===== src/rtl/wb_led_sequencer.sv =====
// Autonomous Wishbone pipelined write master that refreshes the LED register every
// period_i cycles with a walking-one, binary-counter or static pattern.
module wb_led_sequencer #(
    parameter int unsigned               WB_BUS_WIDTH  = 16,
    parameter int unsigned               WB_ADDR_WIDTH = 32,
    parameter logic [WB_ADDR_WIDTH-1:0]  LED_ADDR      = 'h000000A0,
    parameter int unsigned               LED_WIDTH     = 16,
    parameter int unsigned               CNT_WIDTH     = 24,
    parameter int unsigned               TIMEOUT       = 15
) (
    input  logic                         wb_clk_i,
    input  logic                         wb_reset_n_i,
    input  logic                         enable_i,
    input  logic [1:0]                   mode_i,
    input  logic [CNT_WIDTH-1:0]         period_i,
    input  logic [LED_WIDTH-1:0]         pattern_i,
    output logic [WB_ADDR_WIDTH-1:0]     wb_addr_o,
    output logic [WB_BUS_WIDTH-1:0]      wb_data_o,
    input  logic [WB_BUS_WIDTH-1:0]      wb_data_i,
    output logic                         wb_cyc_o,
    output logic                         wb_stb_o,
    output logic                         wb_we_o,
    output logic [WB_BUS_WIDTH/8-1:0]    wb_sel_o,
    input  logic                         wb_ack_i,
    input  logic                         wb_stall_i,
    input  logic                         wb_err_i,
    input  logic                         wb_rty_i,
    output logic                         busy_o,
    output logic                         done_o,
    output logic [7:0]                   err_cnt_o
);

    localparam int unsigned IDX_W  = (LED_WIDTH > 1) ? $clog2(LED_WIDTH) : 1;
    localparam int unsigned TCNT_W = $clog2(TIMEOUT + 1);

    typedef enum logic [1:0] {IDLE, WAIT_TICK, REQ, WAIT_ACK} state_t;

    state_t                  r_state;
    logic [CNT_WIDTH-1:0]    r_pcnt;
    logic [TCNT_W-1:0]       r_tcnt;
    logic [IDX_W-1:0]        r_idx;
    logic [LED_WIDTH-1:0]    r_cnt;
    logic [1:0]              r_mode;
    logic [WB_BUS_WIDTH-1:0] r_data;
    logic                    r_cyc;
    logic                    r_stb;
    logic                    r_done;
    logic [7:0]              r_err_cnt;

    logic [CNT_WIDTH-1:0]    w_last;
    logic [LED_WIDTH-1:0]    w_pattern;
    logic                    w_live;
    logic                    w_term;
    logic                    w_timeout;
    state_t                  w_after;
    logic                    w_unused;

    assign w_last = (period_i == '0) ? '0 : period_i - CNT_WIDTH'(1);

    always_comb begin
        w_pattern = pattern_i;
        case (mode_i)
            2'd0:    w_pattern = LED_WIDTH'(1) << r_idx;
            2'd1:    w_pattern = r_cnt;
            default: w_pattern = pattern_i;
        endcase
    end

    // A termination counts in WAIT_ACK, or in REQ on the very cycle the request is accepted.
    assign w_live    = (r_state == WAIT_ACK) || ((r_state == REQ) && !wb_stall_i);
    assign w_term    = w_live && (wb_ack_i || wb_err_i || wb_rty_i);
    assign w_timeout = (r_tcnt == TCNT_W'(TIMEOUT - 1));
    assign w_after   = enable_i ? WAIT_TICK : IDLE;

    always_ff @(posedge wb_clk_i or negedge wb_reset_n_i) begin
        if (!wb_reset_n_i) begin
            r_state   <= IDLE;
            r_pcnt    <= '0;
            r_tcnt    <= '0;
            r_idx     <= '0;
            r_cnt     <= '0;
            r_mode    <= '0;
            r_data    <= '0;
            r_cyc     <= 1'b0;
            r_stb     <= 1'b0;
            r_done    <= 1'b0;
            r_err_cnt <= '0;
        end else begin
            r_done <= 1'b0;
            case (r_state)
                IDLE: begin
                    r_pcnt <= '0;
                    if (enable_i) r_state <= WAIT_TICK;
                end
                WAIT_TICK: begin
                    if (!enable_i) begin
                        r_pcnt  <= '0;
                        r_state <= IDLE;
                    end else if (r_pcnt == w_last) begin
                        r_pcnt  <= '0;
                        r_data  <= WB_BUS_WIDTH'(w_pattern);
                        r_mode  <= mode_i;
                        r_tcnt  <= '0;
                        r_cyc   <= 1'b1;
                        r_stb   <= 1'b1;
                        r_state <= REQ;
                    end else begin
                        r_pcnt <= r_pcnt + CNT_WIDTH'(1);
                    end
                end
                REQ, WAIT_ACK: begin
                    if (w_term) begin
                        r_cyc   <= 1'b0;
                        r_stb   <= 1'b0;
                        r_tcnt  <= '0;
                        r_state <= w_after;
                        if (wb_ack_i) begin
                            r_done <= 1'b1;
                            if (r_mode == 2'd0)
                                r_idx <= (r_idx == IDX_W'(LED_WIDTH - 1)) ? '0 : r_idx + IDX_W'(1);
                            else if (r_mode == 2'd1)
                                r_cnt <= r_cnt + LED_WIDTH'(1);
                        end else if (wb_err_i && (r_err_cnt != 8'hFF)) begin
                            r_err_cnt <= r_err_cnt + 8'd1;
                        end
                    end else if (w_timeout) begin
                        r_cyc   <= 1'b0;
                        r_stb   <= 1'b0;
                        r_tcnt  <= '0;
                        r_state <= w_after;
                        if (r_err_cnt != 8'hFF) r_err_cnt <= r_err_cnt + 8'd1;
                    end else begin
                        r_tcnt <= r_tcnt + TCNT_W'(1);
                        if ((r_state == REQ) && !wb_stall_i) begin
                            r_stb   <= 1'b0;
                            r_state <= WAIT_ACK;
                        end
                    end
                end
                default: r_state <= IDLE;
            endcase
        end
    end

    assign wb_cyc_o  = r_cyc;
    assign wb_stb_o  = r_stb;
    assign wb_we_o   = r_cyc;
    assign wb_sel_o  = {(WB_BUS_WIDTH/8){r_cyc}};
    assign wb_addr_o = r_cyc ? LED_ADDR : '0;
    assign wb_data_o = r_data;
    assign busy_o    = (r_state == REQ) || (r_state == WAIT_ACK);
    assign done_o    = r_done;
    assign err_cnt_o = r_err_cnt;

    // Write-only master: read data is deliberately ignored.
    assign w_unused = ^wb_data_i;

endmodule

===== config.mk =====
export PLATFORM = sky130hd
export DESIGN_NAME = wb_led_sequencer
export DESIGN_NICKNAME = d
export VERILOG_FILES = /design/src/rtl/wb_led_sequencer.sv
export SDC_FILE = /design/constraint.sdc
export NUM_CORES = 1
export LEC_CHECK = 0
export BUFFER_PORTS_ARGS = -buffer_cell sky130_fd_sc_hd__buf_4
export CORE_ASPECT_RATIO = 0.7
export CORE_MARGIN = 8
export CORE_UTILIZATION = 30
export CTS_CLUSTER_SIZE = 8
export DETAILED_ROUTE_END_ITERATION = 10
export PLACE_DENSITY = 0.6
export SYNTH_ARGS = -nofsm -noshare
export SYNTH_HDL_FRONTEND = slang
export SYNTH_SLANG_ARGS = --single-unit
export TNS_END_PERCENT = 30

===== constraint.sdc =====
create_clock -name wb_clk_i -period 2.69 [get_ports wb_clk_i]
set_input_delay 0.807 -clock wb_clk_i [delete_from_list [all_inputs] [get_ports wb_clk_i]]
set_output_delay 0.807 -clock wb_clk_i [all_outputs]
set_load 0.01 [all_outputs]

* After elaboration in Yosys (flattened, before gate mapping)
Index checks and enable logic that the tools add are counted.
** Storage, ports and cells
- Register bits :: 79
- Input bits :: 65
- Output and inout bits :: 63
- Word-level logic and storage cells :: 98
** Cells by class
- Add/sub/neg operators :: 6
- Equality and inequality tests :: 17
- Shifts and indexed selects :: 1
- Multiplexer cells :: 37
- Bitwise logic cells :: 1
- Reduce and logical (&&, ||, !) cells :: 25
** Operators with widths (number)
- $mux 24 :: 3
- $mux 8 :: 6
- $pmux 24 s2 :: 1
- $pmux 16 s2 :: 1
- $add 24x1->24 const B :: 1
- $eq 24x24->1 :: 1
- $logic_not 24->1 :: 1
- $sub 24x1->24 const B :: 1
- $mux 4 :: 5
- $add 16x1->16 const B :: 1
- $shl 1x4->16 const A :: 1
- $mux 2 :: 6
- $reduce_and 4->1 :: 3
- $mux 1 :: 11
- $reduce_and 5->1 :: 2
- $reduce_and 3->1 :: 3
- $add 4x1->4 const B :: 2
- $add 8x1->8 const B :: 1
- $eq 4x4->1 const B :: 2
- $ne 2x2->1 const B :: 4
- $ne 8x8->1 const B :: 1
- $pmux 4 s2 :: 1
- $reduce_bool 2->1 :: 4
- $eq 2x1->1 const B :: 3
- other kinds (12) :: 22

* Longest topological paths before layout
- Word-level depth :: 6
- Mapped depth :: 13

* Worst setup path before layout
No wires, ideal clock.
- Path kind :: input -> register
- Start :: input port period_i[0]
- End :: register r_mode[1]
- Setup time :: 0.125 ns
- Arrival time :: 3.921 ns
- Required time :: 2.565 ns
- Path slack :: -1.356 ns
- Stages :: 12
- Cell sequence :: inv_1 -> ha_1 -> nor3b_1 -> and4b_1 -> nand2_1 -> or4_2 -> a221o_1 -> nor4_4 -> o2111ai_4 -> nor2_8 -> buf_12 -> mux2_4
** On the way
- Cells in the longest elaborated chain, start to end :: 4
** RTL lines
- start, declared :: line 15 : input logic [CNT_WIDTH-1:0] period_i,
- $sub 24x1->24 / $logic_not 24->1 (equally long branches) :: line 58 : assign w_last = (period_i == '0) ? '0 : period_i - CNT_WIDTH'(1);
- $mux 24 (*) :: line 58
- $eq 24x24->1 (*) :: line 99 : end else if (r_pcnt == w_last) begin
- $reduce_and 3->1 (no source line) (*)
- end signal, assigned :: line 102 : r_mode <= mode_i;
- end, declared :: line 43 : logic [1:0] r_mode;
Every way passes the cells marked *; elsewhere a longest branch is shown, timed or not.
A chain may end at the register's enable or synchronous reset.

* Worst setup path in the final report
- Start :: input port period_i[12]
- End :: register r_data[11] (netlist: wb_data_o[11])
** On the way
- Cells in the longest elaborated chain, start to end :: 4
** RTL lines
- $sub 24x1->24 / $logic_not 24->1 (equally long branches) :: line 58
- $mux 24 (*) :: line 58
- $eq 24x24->1 (*) :: line 99
- $reduce_and 3->1 (no source line) (*)
- end signal, assigned :: line 101 : r_data <= WB_BUS_WIDTH'(w_pattern);
- end, declared :: line 44 : logic [WB_BUS_WIDTH-1:0] r_data;
Marked as above.

==> flow_summary.ini <==
[yosys]
synth_seq_cells = 79
synth_cell_types = 83
async_reset_ff_share_pct = 100
synthFlopType = dfrtp_1
synth_area_per_cell_sq_um = 9.35
syn_inst = 605
synth_edf_count = 0
ys.warnings.count = 0
yosysSeqAreaShare_pct = 34.9
synth_area_sq_um = 5660

[floorplanning]
fp.dieW_microns = 180
die_y_microns = 131
die-area_sq_um = 23600
core-area_sq_um = 18700
start_util_pct = 30.3
rows = 42
pin_count = 128

[cts]
insertion_delay_ns = 0.33
cts_made_buffers = 9
cts_buffer_depth = 2
clk_pin_slew_worst_paths_ns = 0.06
cts_tree = built
cts.sinks = 79
cts-root-buf = clkbuf_16
htreeDepth = 3

[power]
p_clk_share_pct = 46.4
power_frac_comb_pct = 11.9
pwr_density_cell_nw_per_um2 = 379
p_int_w = 0.00221
leakagePower_nw = 3.46
power_frac_seq_pct = 41.7
power.switching_w = 0.000651
swShare_pct = 22.8
ir_drop_v = 0.000239

[detailed_routing]
firstDrtPassIters = 5
drt_iter0_markers = 451
drcViolationCount = 0
viasPerCell = 5.00
wl_microns = 16300
routed-via-count = 5041
wire_per_inst_microns = 16.2
ant_nets = 0

[placed_design]
placed_cell_area_sq_um = 6930
place_inst = 981
dp_hpwl_microns = 12800
place.port_buffers = 81
place.gp.congestion = 0.869
place_ws_ns = -1.44

[grt]
gr-usage-met1_pct = 21.0
grt_pass1_wl_microns = 25900
grtUsageMet2_pct = 18.6
grt-ovfl-total = 0
grt_usage_pct = 13.6
grt_max_degree = 40
antenna_found_initial = 0
top_usage_layer = met1
grt_pass1_vias = 4782
grt_use_met3_pct = 3.70

[status]
violations = setup timing
run_status = finished, violations left

[critical_path]
critical_path_peak_fanout = 6
reg2reg_depth = 9
cp-start-kind = primary input
path_class = in -> reg
r2r_start = r_pcnt[17]$_DFFE_PN0P_
r2r_end = wb_data_o[11]$_DFFE_PN0P_
crit_required_ns = 2.90
rrSetupSlack_ns = 0.01
cp-end-kind = flip-flop
worstPathArrival_ns = 3.89

[finish]
areaGrowthSynthToFinish_pct = 33.6
drive_gt1_share_pct = 32.9
final_area_sq_um = 7560
nets = 838
antenna_cells = 0
multi_input_area_sq_um = 3470
final_cells = 1008
num-fill-cells = 1842
regArea_sq_um = 1980

[job]
drv_cap = 0

[timing]
relSlewSlack_pct = 55.7
slew_viol_final = 0
hold_viol = 0
final-setup-viol-count = 50
worst_pin_slew_ns = 0.659
rsz0062_at_grt = yes
hold-worst-slack_ns = 0.383
fin_crit_sh_pct = 137
skew_ns = 0.0126
period_minus_slack_ns = 3.68
setup_ws_ns = -0.987
fmax_mhz = 272

[min_path]
hold_class = in -> async
[flip-flops by register name, indices dropped and copies added, names as in the netlist]
| signal | count |
|---|---|
| r_cnt | 16 |
| r_tcnt | 4 |
| r_mode | 2 |
| wb_stb_o | 1 |
| err_cnt_o | 8 |
| r_pcnt | 24 |
| done_o | 1 |
| r_state | 2 |
| wb_cyc_o | 1 |
| r_idx | 4 |
| wb_data_o | 16 |
[layer usage]
metal / routed length, microns / share of wire, %
met1: 8540 / 52
met2: 6590 / 40
met3: 1150 / 7.1
met4: 54 / 0.33
met5: 0 / 0
[placed cells by master (no fill, tap or decap), types with 3 or more instances in the layout]
master     instances
a21oi_1           10
a221o_1           13
a31oi_1            6
and3_1            10
buf_4            168
buf_6              7
clkbuf_16         10
conb_1            30
dfrtp_1           79
ha_1              11
inv_1             21
mux2_4            18
mux2i_1            4
nand2_1           54
nand2b_1           6
nand3_1           28
nand4_1           17
nand4b_1           4
nor2_1            52
nor3_1            17
nor3b_1            4
nor4_1             7
nor4_4             6
o211a_1            3
o211ai_1           5
o21a_1             5
o21ai_0           19
or3_1              6
or4_1              4
or4_4              5
xnor2_1           35
xor2_1            18
[per-stage QoR]
stage / TNS [ns] / total power (W) / utilization (%)
final: -42.95 / 0.00286 / 40.4
after global routing: -47.68 / 0.00298 / 40.4
after CTS: -42.36 / 0.00289 / 39.9
after global placement: -62.18 / 0.00153 / 37.0
after detailed placement: -64.14 / 0.00153 / 37.0
after floorplan: -55.16 / 0.00139 / -
[worst max-delay path, cell delays in order]
cell	delay, ns
buf_6	0.09
or4_4	0.55
or4_4	0.61
nor3_4	0.14
xnor2_1	0.10
a221o_1	0.36
nor4_4	0.30
o2111ai_4	0.23
nor2_8	0.21
clkbuf_16	0.18
mux2_4	0.29
[area by class of cell]
class	count	area share [%]
inverters	22	1.09
well taps	242	4.01
flip-flops and latches	79	26.2
clock inverters	3	0.861
clock buffers	13	3.44
repair buffers	178	18.6
multi-input cells	471	45.9
[worst max-delay path by stage]
stage,start,end,slack (ns),cells after the start
after detailed placement,period_i[0],wb_data_o[0]$_DFFE_PN0P_,-1.44,13
after floorplan,period_i[15],r_mode[1]$_DFFE_PN0P_,-1.29,12
after CTS,period_i[18],wb_data_o[2]$_DFFE_PN0P_,-0.96,11
after global routing,period_i[12],wb_data_o[12]$_DFFE_PN0P_,-1.08,11
after global placement,period_i[0],wb_data_o[0]$_DFFE_PN0P_,-1.39,14
final,period_i[12],wb_data_o[11]$_DFFE_PN0P_,-0.99,11
[kinds of logic after synthesis]
logic type / after synthesis / share of synthesized area [%]
flip-flops: 79 / 34.9
adder cells (fa/ha/maj): 12 / 2.65
AND/OR/NAND/NOR: 250 / 24.8
XOR/XNOR: 58 / 10.1
multiplexers: 24 / 5.28
AO/OA/AOI/OAI: 97 / 13.0
other: 1 / 0.0663
buffers and inverters: 84 / 9.22
[power by group through the flow]
stage / clock, W / combinational, W / sequential (W)
finish: 0.00133 / 0.000341 / 0.00119
detailed placement: 0 / 0.000316 / 0.00122
global route: 0.00141 / 0.000372 / 0.00119
global placement: 0 / 0.000316 / 0.00122
floorplan: 0 / 0.000177 / 0.00121
CTS: 0.00136 / 0.000331 / 0.00119
[synthesized netlist by cell type (all sizes together) (3+ instances only)]
| cell | instances | area [sq um] |
|---|---|---|
| a21oi | 11 | 58.8 |
| xnor2 | 36 | 315 |
| xor2 | 18 | 158 |
| mux2 | 20 | 259 |
| o21a | 5 | 37.5 |
| o211a | 3 | 30.0 |
| o211ai | 5 | 37.5 |
| inv | 22 | 82.6 |
| nor4b | 4 | 47.6 |
| nand4b | 4 | 35.0 |
| nand2 | 54 | 203 |
| o31ai | 4 | 30.0 |
| o21ai | 21 | 105 |
| or3 | 8 | 52.6 |
| or2 | 3 | 18.8 |
| dfrtp | 79 | 1980 |
| a31oi | 6 | 37.5 |
| o22ai | 3 | 18.8 |
| a221o | 13 | 130 |
| and3 | 11 | 70.1 |
| nor3b | 6 | 45.0 |
| nor4 | 14 | 139 |
| ha | 12 | 150 |
| clkbuf | 18 | 87.6 |
| or4 | 9 | 76.3 |
| nor2 | 54 | 219 |
| nand2b | 6 | 37.5 |
| mux2i | 4 | 40.0 |
| nand4 | 17 | 106 |
| o2111ai | 4 | 52.6 |
| buf | 42 | 334 |
| nor3 | 20 | 116 |
| nand3 | 28 | 140 |
[timing repair]
action / 4_1_cts / 5_1_grt
buffers inserted: 7 / 3
endpoints found under the hold margin: 0 / 0
gates resized for setup: 29 / 16
pin swaps: 22 / 13
cloned: 1 / 0
setup endpoints to repair: 50 / 50
hold buffers: 0 / 0
Note: power is estimated with default switching activity, not from simulation.
